File: src/rtl/bitcoin_nonce_scheduler_pkg.sv
// Shared types and defaults for the nonce scheduler: scheduler and per-core states.
package bitcoin_pkg;

    typedef enum logic [1:0] {IDLE, RUN, FINISH} sched_state_t;
    typedef enum logic [1:0] {FREE, RUNNING, PENDING} core_state_t;

    localparam int NONCE_W        = 32;
    localparam int DEF_NUM_CORES  = 4;
    localparam int DEF_NUM_NONCES = 16;

endpackage

File: src/rtl/bitcoin_nonce_scheduler_rr_arbiter.sv
// Round-robin arbiter: lowest requester at or after the pointer wins; the pointer
// moves past the winner only when the consumer takes the grant (advance).
module rr_arbiter #(
    parameter  int N     = 4,
    localparam int IDX_W = (N > 1) ? $clog2(N) : 1
) (
    input  logic             clk,
    input  logic             reset_n,
    input  logic [N-1:0]     req,
    input  logic             advance,
    output logic [N-1:0]     grant,
    output logic [IDX_W-1:0] grant_idx
);

    logic [IDX_W-1:0] ptr_q;
    logic [IDX_W-1:0] candIdx;
    logic             found;

    always_comb begin
        grant     = '0;
        grant_idx = '0;
        found     = 1'b0;
        candIdx   = '0;
        for (int i = 0; i < N; i++) begin
            candIdx = IDX_W'((int'(ptr_q) + i) % N);
            if (!found && req[candIdx]) begin
                found            = 1'b1;
                grant[candIdx]   = 1'b1;
                grant_idx        = candIdx;
            end
        end
    end

    always_ff @(posedge clk) begin
        if (!reset_n) begin
            ptr_q <= '0;
        end else if (advance && found) begin
            ptr_q <= (int'(grant_idx) == N - 1) ? '0 : grant_idx + 1'b1;
        end
    end

endmodule

File: src/rtl/bitcoin_nonce_scheduler.sv
// Nonce dispatcher and h0 writeback arbiter for a multi-core hash engine.
// Define SCHED_PERF_EN to add the perf_cycles job-length counter output.
module bitcoin_nonce_scheduler
    import bitcoin_pkg::*;
#(
    parameter int NUM_CORES  = DEF_NUM_CORES,
    parameter int NUM_NONCES = DEF_NUM_NONCES,
    parameter int ADDR_W     = 16
) (
    input  logic                    clk,
    input  logic                    reset_n,
    input  logic                    start,
    input  logic [ADDR_W-1:0]       output_addr,
    output logic                    done,
    output logic [NUM_CORES-1:0]    core_start,
    output logic [NONCE_W-1:0]      core_nonce,
    input  logic [NUM_CORES-1:0]    core_done,
    input  logic [NUM_CORES*32-1:0] core_h0,
    output logic                    mem_we,
    output logic [ADDR_W-1:0]       mem_addr,
    output logic [31:0]             mem_write_data
`ifdef SCHED_PERF_EN
    ,
    output logic [31:0]             perf_cycles
`endif
);

    localparam int                 IDX_W       = (NUM_CORES > 1) ? $clog2(NUM_CORES) : 1;
    localparam logic [NONCE_W-1:0] NONCE_LIMIT = NONCE_W'(NUM_NONCES);

    sched_state_t        state_q, state_d;
    core_state_t         coreState_q [NUM_CORES];
    logic [31:0]         coreH0_q    [NUM_CORES];
    logic [ADDR_W-1:0]   coreTag_q   [NUM_CORES];
    logic [NONCE_W-1:0]  nextNonce_q, written_q;
    logic [ADDR_W-1:0]   baseAddr_q, memAddr_q;
    logic [31:0]         memData_q;
    logic                memWe_q;
    logic [NUM_CORES-1:0] wbOneHot_q;

    logic [NUM_CORES-1:0] dispReq, wbReq, dispGrant, wbGrant;
    logic [IDX_W-1:0]     dispIdx, wbIdx;
    logic                 dispEnable, dispFire, wbFire;
    logic [31:0]          wbData;

    // A core finishing this cycle competes for writeback directly, and a core whose
    // write is on the bus this cycle is held back from dispatch for one more cycle.
    always_comb begin
        dispReq = '0;
        wbReq   = '0;
        for (int i = 0; i < NUM_CORES; i++) begin
            dispReq[i] = (coreState_q[i] == FREE) && !wbOneHot_q[i];
            wbReq[i]   = (coreState_q[i] == PENDING) ||
                         ((coreState_q[i] == RUNNING) && core_done[i]);
        end
    end

    assign dispEnable = reset_n && (state_q == RUN) && (nextNonce_q < NONCE_LIMIT);
    assign dispFire   = dispEnable && (|dispReq);
    assign wbFire     = |wbReq;
    assign wbData     = (coreState_q[wbIdx] == PENDING) ? coreH0_q[wbIdx]
                                                        : core_h0[32*int'(wbIdx) +: 32];

    rr_arbiter #(.N(NUM_CORES)) u_dispArb (
        .clk       (clk),
        .reset_n   (reset_n),
        .req       (dispReq),
        .advance   (dispEnable),
        .grant     (dispGrant),
        .grant_idx (dispIdx)
    );

    rr_arbiter #(.N(NUM_CORES)) u_wbArb (
        .clk       (clk),
        .reset_n   (reset_n),
        .req       (wbReq),
        .advance   (1'b1),
        .grant     (wbGrant),
        .grant_idx (wbIdx)
    );

    always_comb begin
        state_d = state_q;
        case (state_q)
            IDLE:    if (start) state_d = RUN;
            RUN:     if (written_q == NONCE_LIMIT) state_d = FINISH;
            FINISH:  state_d = IDLE;
            default: state_d = IDLE;
        endcase
    end

    assign done           = (state_q == FINISH);
    assign core_start     = dispFire ? dispGrant : '0;
    assign core_nonce     = dispFire ? nextNonce_q : '0;
    assign mem_we         = memWe_q;
    assign mem_addr       = memAddr_q;
    assign mem_write_data = memData_q;

    always_ff @(posedge clk) begin
        if (!reset_n) begin
            state_q     <= IDLE;
            nextNonce_q <= '0;
            written_q   <= '0;
            baseAddr_q  <= '0;
            memWe_q     <= 1'b0;
            memAddr_q   <= '0;
            memData_q   <= '0;
            wbOneHot_q  <= '0;
            for (int i = 0; i < NUM_CORES; i++) begin
                coreState_q[i] <= FREE;
                coreH0_q[i]    <= '0;
                coreTag_q[i]   <= '0;
            end
        end else begin
            state_q    <= state_d;
            memWe_q    <= wbFire;
            wbOneHot_q <= wbFire ? wbGrant : '0;
            if (wbFire) begin
                memAddr_q <= baseAddr_q + coreTag_q[wbIdx];
                memData_q <= wbData;
            end
            if (state_q == IDLE && start) begin
                baseAddr_q  <= output_addr;
                nextNonce_q <= '0;
                written_q   <= '0;
            end else begin
                if (dispFire) nextNonce_q <= nextNonce_q + 1'b1;
                if (wbFire)   written_q   <= written_q + 1'b1;
            end
            for (int i = 0; i < NUM_CORES; i++) begin
                if (dispFire && int'(dispIdx) == i) begin
                    coreState_q[i] <= RUNNING;
                    coreTag_q[i]   <= nextNonce_q[ADDR_W-1:0];
                end else if (wbFire && int'(wbIdx) == i) begin
                    coreState_q[i] <= FREE;
                end else if (coreState_q[i] == RUNNING && core_done[i]) begin
                    coreState_q[i] <= PENDING;
                    coreH0_q[i]    <= core_h0[32*i +: 32];
                end
            end
        end
    end

`ifdef SCHED_PERF_EN
    // Counts the accept cycle plus every RUN/FINISH cycle, then holds through IDLE.
    logic [31:0] perf_q;

    always_ff @(posedge clk) begin
        if (!reset_n) begin
            perf_q <= '0;
        end else if (state_q == IDLE && start) begin
            perf_q <= 32'd1;
        end else if (state_q != IDLE && perf_q != 32'hFFFF_FFFF) begin
            perf_q <= perf_q + 32'd1;
        end
    end

    assign perf_cycles = perf_q;
`endif

endmodule
File: config.mk
export PLATFORM = sky130hd
export DESIGN_NAME = bitcoin_nonce_scheduler
export DESIGN_NICKNAME = d
export VERILOG_FILES = /design/src/rtl/bitcoin_nonce_scheduler_pkg.sv /design/src/rtl/bitcoin_nonce_scheduler_rr_arbiter.sv /design/src/rtl/bitcoin_nonce_scheduler.sv
export SDC_FILE = /design/constraint.sdc
export NUM_CORES = 1
export LEC_CHECK = 0
export CAP_MARGIN = 10
export CORE_ASPECT_RATIO = 0.8
export CORE_MARGIN = 1.5
export CORE_UTILIZATION = 35
export CTS_CLUSTER_DIAMETER = 50
export DETAILED_ROUTE_END_ITERATION = 8
export RECOVER_POWER = 25
export SYNTH_ARGS = -nofsm -noshare
export SYNTH_HDL_FRONTEND = slang
export SYNTH_HIERARCHICAL = 1
export SYNTH_SLANG_ARGS = --single-unit
File: constraint.sdc
create_clock -name clk -period 9 [get_ports clk]
set_input_delay 1.8 -clock clk [delete_from_list [all_inputs] [get_ports clk]]
set_output_delay 1.8 -clock clk [all_outputs]
set_load 0.05 [all_outputs]
==> results_dict.tcl, run 1 <==
set metrics [dict create \
    status "finished with violations" \
    failed_checks "capacitance limit, slew limit" \
    ios 237 \
    ctsHoldBuffers 0 \
    setup_viol 0 \
    numCtsBuffers 42 \
    path_cells "clkbuf_1 > and3b_1 > nand4_1 > nor3_1 > clkbuf_1 > nand2_1 > inv_1 > clkdlybuf4s50_1" \
    slew_headroom -1.82 \
    core_area_mm2 0.0468 \
    setup_slack_ns 1.73 \
    cts.clk_slew.worst_paths_ns 0.06 \
    worst-path-max-fanout 34 \
    die_w_um 246 \
    grt_pass1_wl_mm 65.9 \
    cp_common_cell "clkbuf_1" \
    required_ns 7.20 \
    hp-start "mem_addr[5]" \
    pwr_density_cell_mw_per_mm2 388 \
    slowest_delay_ns 1.23 \
    tightest_slew_ns 4.19 \
    max_freq_mhz 138 \
    gp_congestion 0.790 \
    synth_seq_cells 339 \
    crit_type "input port to primary output" \
    die_area_mm2 0.0486 \
    top_layer_used "met5" \
    slowest_stage "clkbuf_1" \
    postSynth.asyncResetShare 0 \
    seq_area_frac_synth 0.531 \
    first_iter_violations 771 \
    hold_viol 0 \
    antenna_found_initial 5 \
    clock_sinks 339 \
    synthTopCellsByArea "edfxtp_1 36%, dfxtp_1 17%, mux4_2 12%" \
    routed_wl_mm 43.7 \
    nets 1729 \
    port_buffers 208 \
    mostFrequentLayoutCells "200 x edfxtp_1, 158 x clkdlybuf4s50_1, 139 x dfxtp_1" \
    die_y_um 198 \
    rsz0062_at_grt "no" \
    ant_nets 0 \
    wl_per_cell_um 19.8 \
    vias 11300 \
    start_util 0.354 \
    grt_max_degree 91 \
    ys_types 69 \
    drive_above_1_share 0.140 \
    netlist_area_mm2 0.0166 \
    ys.flop_type "edfxtp_1" \
    synth_top_cell_area_share 0.363 \
    clk_path_buf_depth 3 \
    post_cts_buffers 0 \
    wl_met1_mm 19.7 \
    crit_path_start "reset_n" \
    first_pass_iters 5 \
    hold_path_class "flop to flop" \
    fin_crit_sh 0.807 \
    p_leak_nw 8.09 \
    drv_cap 3 \
    maxSlewViolCount 117 \
    worstPathArrival_ns 5.47 \
    synth-edff-count 200 \
    cts_tree "built" \
    endpoint_kind "primary output" \
    wl_met2_mm 20.6 \
    rows 71 \
    insertion_delay_ns 0.57 \
    total_power_w 0.00801 \
    critPathLaunchType "input port" \
    grt_pass1_vias 11300 \
    drc_errors 0 \
    setup_tns_ns 0 \
    yosys_warnings 6 \
    synth_top_area_cell "edfxtp_1" \
    syn_avg_cell_area_um2 12.6 \
    htree_levels 2 \
    holdWs_ns 0.451 \
    vdd_drop_max_mv 0.261 \
    nFillCells 4270 \
    final_common_cell "edfxtp_1" \
    area_delta_synth_final_pct 24.6 \
    grt_use_total 0.178 \
    synthCells 1318 \
    post-place-ws_ns 1.96 \
    post-route-util 0.440 \
    grt-ovfl-total 0 \
    cts_resized 0 \
    hpwl_mm 28.8 \
    root_buffer "clkbuf_16" \
    viasPerCell 5.10 \
    dr_wl_met3_mm 2.34 \
    fin_skew_ns 0.0299 \
    finalCriticalPeriod_ns 7.27 \
]
sequential cells by signal (all words and copies together), names as in the netlist, named ones only:
name	flops
mem_we	1
coreState_q	8
mem_write_data	32
nextNonce_q	32
coreH0_q	128
u_wbArb/ptr_q	1
baseAddr_q	16
wbOneHot_q	4
u_dispArb/ptr_q	1
coreTag_q	64
written_q	32
state_q	2
mem_addr	16
critical path: cells and delay by family:
family	cells	cell delay [ns]
and+or+nand+nor	4	1.04
buffers and inverters	4	2.58
power by group:
part / internal (W) / total (W) / switching (W)
logic: 0.00181 / 0.00419 / 0.00239
registers: 0.00198 / 0.00211 / 0.000129
clock network: 0.00102 / 0.00170 / 0.000679
layout make-up:
type | instances | area [µm²] | share of cell area
antenna | 4 | 10.0 | 0.000485
clock buffer | 58 | 1190 | 0.0579
clock inverter | 19 | 210 | 0.0102
inverter | 25 | 93.8 | 0.00455
multi-input combinational | 916 | 7350 | 0.356
sequential | 339 | 8790 | 0.426
tap | 620 | 776 | 0.0376
timing repair buffer | 225 | 2200 | 0.107
worst paths after layout:
| check | to | slack (ns) | cells after the start |
|---|---|---|---|
| setup reg to reg | mem_addr[12] | 3.35 | 16 |
| hold reg to reg | mem_addr[5] | 0.45 | 2 |
| hold / removal | mem_addr[5] | 0.45 | 2 |
| setup / recovery | core_nonce[1] | 1.73 | 8 |
metrics by stage:
step / cell area [µm²] / cells
after floorplan: 16800 / 1395
after global placement: 19300 / 2125
after detailed placement: 19300 / 2125
after CTS: 20700 / 2202
after global routing: 20600 / 2205
final: 20600 / 2206
cell families (layout without fill, tap and decap cells):
family	count (synthesis)	after routing	synth area share
adders and majority gates	29	29	0.0224
AOI/OAI and AO/OA	169	169	0.0713
muxes	128	128	0.145
other	2	83	0.000454
DFF	339	339	0.531
and+or+nand+nor	472	472	0.164
buffers and inverters	140	327	0.0444
xor gates and xnor gates	39	39	0.0206
cell usage after synthesis (all sizes together) (26+ instances only):
master	instances
edfxtp	200
buf	62
a21oi	28
ha	28
dfxtp	139
and2	104
clkbuf	53
nor2	90
mux2i	37
mux4	89
a211oi	36
o21ai	35
nand2	52
and3	73
nand3	26
layer usage:
metal,vias up,global-route usage
li1,5345,-
met1,5558,0.246
met2,285,0.280
met3,62,0.0359
met4,2,0.0582
met5,-,0
(Power assumes the default switching activity.)
==> inputs of run 2 (changes only) <==
==> constraint.sdc (replaced) <==
create_clock -name clk -period 7.3 [get_ports clk]
set_input_delay 1.46 -clock clk [delete_from_list [all_inputs] [get_ports clk]]
set_output_delay 1.46 -clock clk [all_outputs]
set_load 0.05 [all_outputs]
==> results_dict.tcl, run 2 (synthesized netlist as in run 1, its figures left out) <==
set metrics [dict create \
    first_iter_violations 750 \
    regMostFlops "coreH0_q" \
    cts_tree "built" \
    grt-ovfl-total 0 \
    grt_use_total 0.179 \
    min_to "mem_addr[7]" \
    post-place-ws_ns 0.848 \
    port_buffers 208 \
    slew_headroom -2.04 \
    wl_met1_mm 19.8 \
    die_w_um 246 \
    slowest_delay_ns 0.80 \
    rsz0062_at_grt "no" \
    gp_congestion 0.839 \
    p_leak_nw 8.08 \
    maxSlewViolCount 163 \
    setup_tns_ns 0 \
    numCtsBuffers 40 \
    ios 237 \
    clock_sinks 339 \
    finalCriticalPeriod_ns 6.07 \
    worst-path-max-fanout 21 \
    first_pass_iters 5 \
    pwr_density_cell_mw_per_mm2 475 \
    final_common_cell "edfxtp_1" \
    vias 11300 \
    viasPerCell 5.14 \
    top_layer_used "met5" \
    path_cells "clkbuf_1 > and3b_1 > nand4_1 > nor3_1 > buf_2 > nand2_1 > inv_1 > clkdlybuf4s50_1" \
    ant_nets 0 \
    r2r-end "mem_addr[12]" \
    nets 1730 \
    rows 71 \
    die_y_um 198 \
    start_util 0.354 \
    slowest_stage "clkbuf_1" \
    hp-start "mem_addr[7]" \
    biggestRegsByFlops "coreH0_q (128), coreTag_q (64)" \
    required_ns 5.84 \
    root_buffer "clkbuf_16" \
    grt_pass1_wl_mm 67.1 \
    insertion_delay_ns 0.54 \
    wl_met2_mm 20.9 \
    whs_path_depth 2 \
    htree_levels 2 \
    wl_per_cell_um 19.9 \
    post_cts_buffers 0 \
    mostFrequentLayoutCells "200 x edfxtp_1, 156 x clkdlybuf4s50_1, 139 x dfxtp_1" \
    critPathLaunchType "input port" \
    drv_cap 3 \
    vdd_drop_max_mv 0.345 \
    hpwl_mm 28.4 \
    dr_wl_met3_mm 2.24 \
    ctsHoldBuffers 0 \
    endpoint_kind "primary output" \
    die_area_mm2 0.0486 \
    fin_crit_sh 0.832 \
    largest_reg_flops 128 \
    cts_resized 0 \
    routed_wl_mm 43.9 \
    drc_errors 0 \
    clk_path_buf_depth 3 \
    fin_skew_ns 0.0232 \
    cts.clk_slew.worst_paths_ns 0.06 \
    crit_type "input port to primary output" \
    antenna_found_initial 3 \
    worstPathArrival_ns 4.61 \
    status "finished with violations" \
    tightest_slew_ns 4.51 \
    drive_above_1_share 0.139 \
    hold_viol 0 \
    failed_checks "capacitance limit, slew limit" \
    grt_max_degree 82 \
    area_delta_synth_final_pct 24.1 \
    core_area_mm2 0.0468 \
    setup_viol 0 \
    setup_slack_ns 1.23 \
    grt_pass1_vias 11400 \
    hold_path_class "flop to flop" \
    reg2reg_slack_ns 2.06 \
    max_freq_mhz 165 \
    reg2reg_depth 16 \
]
-- run 2: changes by cell type in the layout (fill, tap and decap cells not counted), sizes merged --
| cell | change |
|---|---|
| diode | -2 |
| clkinv | +1 |
| clkbuf | -1 |
| dlygate4sd3 | +2 |
| bufinv | -1 |
| clkinvlp | -1 |
| buf | +1 |
| clkdlybuf4s50 | -2 |
| inv | +1 |
-- run 2: metal layers --
metal	global-route usage	vias to the layer above
li1	-	5348
met1	0.250	5614
met2	0.288	304
met3	0.0293	64
met4	0.0509	2
met5	0	-
-- run 2: final cells by class --
class / count / area, µm²
sequential: 339 / 8790
tap: 620 / 776
fill: 4257 / 26300
timing repair buffer: 228 / 2240
clock buffer: 55 / 1100
inverter: 25 / 93.8
clock inverter: 19 / 174
multi-input combinational: 916 / 7370
antenna: 2 / 5.00
-- run 2: worst max-delay path: cells and delay by family --
kind          cells  cell delay, ns
buf+inv           4            2.00
simple gates      4            1.14
-- run 2: worst max-delay path by stage --
| stage | startpoint | to | slack [ns] |
|---|---|---|---|
| detailed placement | core_done[3] | mem_addr[12] | 0.85 |
| CTS | reset_n | core_nonce[3] | 1.27 |
| global placement | core_done[3] | mem_addr[13] | 1.04 |
| global route | reset_n | core_nonce[2] | 0.98 |
| floorplan | core_done[2] | coreH0_q[2][0] | 1.21 |
| finish | reset_n | core_nonce[3] | 1.23 |
-- run 2: where the power goes --
| part | switching (W) | leakage (nW) | internal, W |
|---|---|---|---|
| Sequential | 0.000157 | 3.19 | 0.00245 |
| Clock | 0.000798 | 0.623 | 0.00114 |
| Combinational | 0.00297 | 4.26 | 0.00225 |
-- run 2: stage by stage --
| stage | power [W] | hold slack (ns) | utilization | std cells | instance area (µm²) |
|---|---|---|---|---|---|
| 2_1_floorplan | 0.00663 | 0.430 | - | 1395 | 16800 |
| 3_3_place_gp | 0.00786 | 0.442 | 0.412 | 2127 | 19300 |
| 3_5_place_dp | 0.00795 | 0.444 | 0.412 | 2127 | 19300 |
| 4_1_cts | 0.00992 | 0.456 | 0.439 | 2201 | 20600 |
| 5_1_grt | 0.0104 | 0.472 | 0.439 | 2204 | 20500 |
| 6_report | 0.00976 | 0.455 | 0.439 | 2204 | 20500 |
==> inputs of run 3 (changes only) <==
==> constraint.sdc (replaced) <==
create_clock -name clk -period 5.9 [get_ports clk]
set_input_delay 1.18 -clock clk [delete_from_list [all_inputs] [get_ports clk]]
set_output_delay 1.18 -clock clk [all_outputs]
set_load 0.05 [all_outputs]
==> results_dict.tcl, run 3 (synthesized netlist as in run 1, its figures left out) <==
set metrics [dict create \
    path_depth 16 \
    slew_headroom -1.85 \
    worst-path-max-fanout 12 \
    critPathLaunchType "input port" \
    tightest_slew_ns 4.24 \
    ctsHoldBuffers 0 \
    fin_skew_ns 0.0189 \
    drv_cap 2 \
    grt_use_total 0.176 \
    ios 237 \
    cts_resized 0 \
    routed_wl_mm 43.2 \
    first_iter_violations 535 \
    p_int_w 0.00749 \
    wl_per_cell_um 19.5 \
    p_seq_frac 0.259 \
    grt-ovfl-total 0 \
    mostFrequentLayoutCells "200 x edfxtp_1, 147 x clkdlybuf4s50_1, 139 x dfxtp_1" \
    r2r-end "mem_addr[12]" \
    root_buffer "clkbuf_16" \
    worst-path-buf-inv 2 \
    final_cell_area_mm2 0.0208 \
    hold_viol 0 \
    maxSlewViolCount 82 \
    setup_tns_ns 0 \
    endpoint_kind "flop" \
    required_ns 6.35 \
    max_freq_mhz 182 \
    grt_pass1_wl_mm 65.9 \
    reg2reg_slack_ns 0.57 \
    grt_max_degree 80 \
    failed_checks "capacitance limit, slew limit" \
    path_cells "dlygate4sd3_1 > nand3b_1 > nand2_1 > mux4_2 > nor2b_1 > nor3_1 > nor2_4 > buf_4 > mux4_2 > ha_1 > o21ai_0 > a21oi_1 > and4_1 > a221oi_1 > xnor2_1 > o21ai_0" \
    switchingPower_w 0.00491 \
    hold_path_class "flop to flop" \
    nets 1742 \
    die_area_mm2 0.0486 \
    htree_levels 2 \
    pwr-share-comb 0.525 \
    place_area_mm2 0.0194 \
    port_buffers 208 \
    worstSetupEndpoint "mem_addr[12]" \
    numCtsBuffers 42 \
    start_util 0.354 \
    worstPathArrival_ns 5.93 \
    cts.clk_slew.worst_paths_ns 0.06 \
    drc_errors 0 \
    regMostFlops "coreH0_q" \
    viasPerCell 5.07 \
    gp_congestion 0.816 \
    rows 71 \
    p_leak_nw 8.24 \
    pwr-share-clk 0.216 \
    final_common_cell "edfxtp_1" \
    post-route-util 0.445 \
    crit_type "input port to flop" \
    p_sw_frac 0.396 \
    clk_path_buf_depth 3 \
    die_w_um 246 \
    clock_sinks 339 \
    area_delta_synth_final_pct 25.9 \
    vias 11300 \
    core_area_mm2 0.0468 \
    slowest_delay_ns 0.59 \
    vdd_drop_max_mv 0.362 \
    grt_pass1_vias 11600 \
    status "finished with violations" \
    fin_crit_sh 0.930 \
    cts_tree "built" \
    ant_nets 0 \
    reg2reg_depth 15 \
    setup_viol 0 \
    crit_path_start "core_done[0]" \
    insertion_delay_ns 0.57 \
    pwr_density_cell_mw_per_mm2 595 \
    post_cts_buffers 0 \
    holdWs_ns 0.460 \
    first_pass_iters 5 \
    die_y_um 198 \
    hpwl_mm 28.4 \
    whs_path_depth 2 \
    drive_above_1_share 0.154 \
    biggestRegsByFlops "coreH0_q (128), coreTag_q (64)" \
    largest_reg_flops 128 \
    antenna_found_initial 2 \
    slowest_stage "dlygate4sd3_1" \
    rsz0062_at_grt "no" \
    finalCriticalPeriod_ns 5.49 \
    cp_top_family "simple AND/OR/NAND/NOR gates" \
]
-- run 3: worst min-delay path by stage --
stage	endpoint	from	slack [ns]
2_1_floorplan	nextNonce_q[12]	nextNonce_q[12]	0.43
3_3_place_gp	nextNonce_q[19]	nextNonce_q[19]	0.44
3_5_place_dp	nextNonce_q[21]	nextNonce_q[21]	0.44
4_1_cts	nextNonce_q[13]	nextNonce_q[13]	0.46
5_1_grt	nextNonce_q[18]	nextNonce_q[18]	0.48
6_report	mem_addr[7]	mem_addr[7]	0.46
-- run 3: per-stage QoR --
stage                     total power [W]  std cells  worst slack, ns
after floorplan                   0.00821       1395           0.0877
after global placement            0.00979       2137            0.158
after detailed placement          0.00989       2137          -0.0307
after CTS                          0.0126       2215            0.575
after global routing               0.0132       2218            0.121
final                              0.0124       2219            0.412
-- run 3: tightest hold or removal path: cells and delay by family, from the launching register on --
kind | cells | cell delay (ns)
simple gates | 1 | 0.05
compound gates | 1 | 0.05
flops | 1 | 0.31
-- run 3: layer usage --
| metal | GRT usage | wire length (µm) | up-vias |
|---|---|---|---|
| met4 | 0.0609 | 1180 | 0 |
| met5 | 0 | 0 | - |
| met3 | 0.0304 | 1760 | 79 |
| li1 | - | - | 5389 |
| met1 | 0.230 | 19200 | 5536 |
| met2 | 0.295 | 21100 | 255 |
-- run 3: final cells by class --
type                    count  area (µm²)
repair buffers            238        2360
clock inverters            23         268
well taps                 620         776
inverters                  25        93.8
flip-flops and latches    339        8790
fillers                  4198       26000
diodes                      3        7.51
multi-input cells         916        7360
clock buffers              55        1190
-- run 3: power groups by stage --
| stage | Clock, W | Combinational [W] | Sequential [W] |
|---|---|---|---|
| 2_1_floorplan | 0 | 0.00457 | 0.00364 |
| 3_3_place_gp | 0 | 0.00653 | 0.00326 |
| 3_5_place_dp | 0 | 0.00661 | 0.00327 |
| 4_1_cts | 0.00274 | 0.00663 | 0.00323 |
| 5_1_grt | 0.00283 | 0.00706 | 0.00326 |
| 6_report | 0.00268 | 0.00650 | 0.00321 |
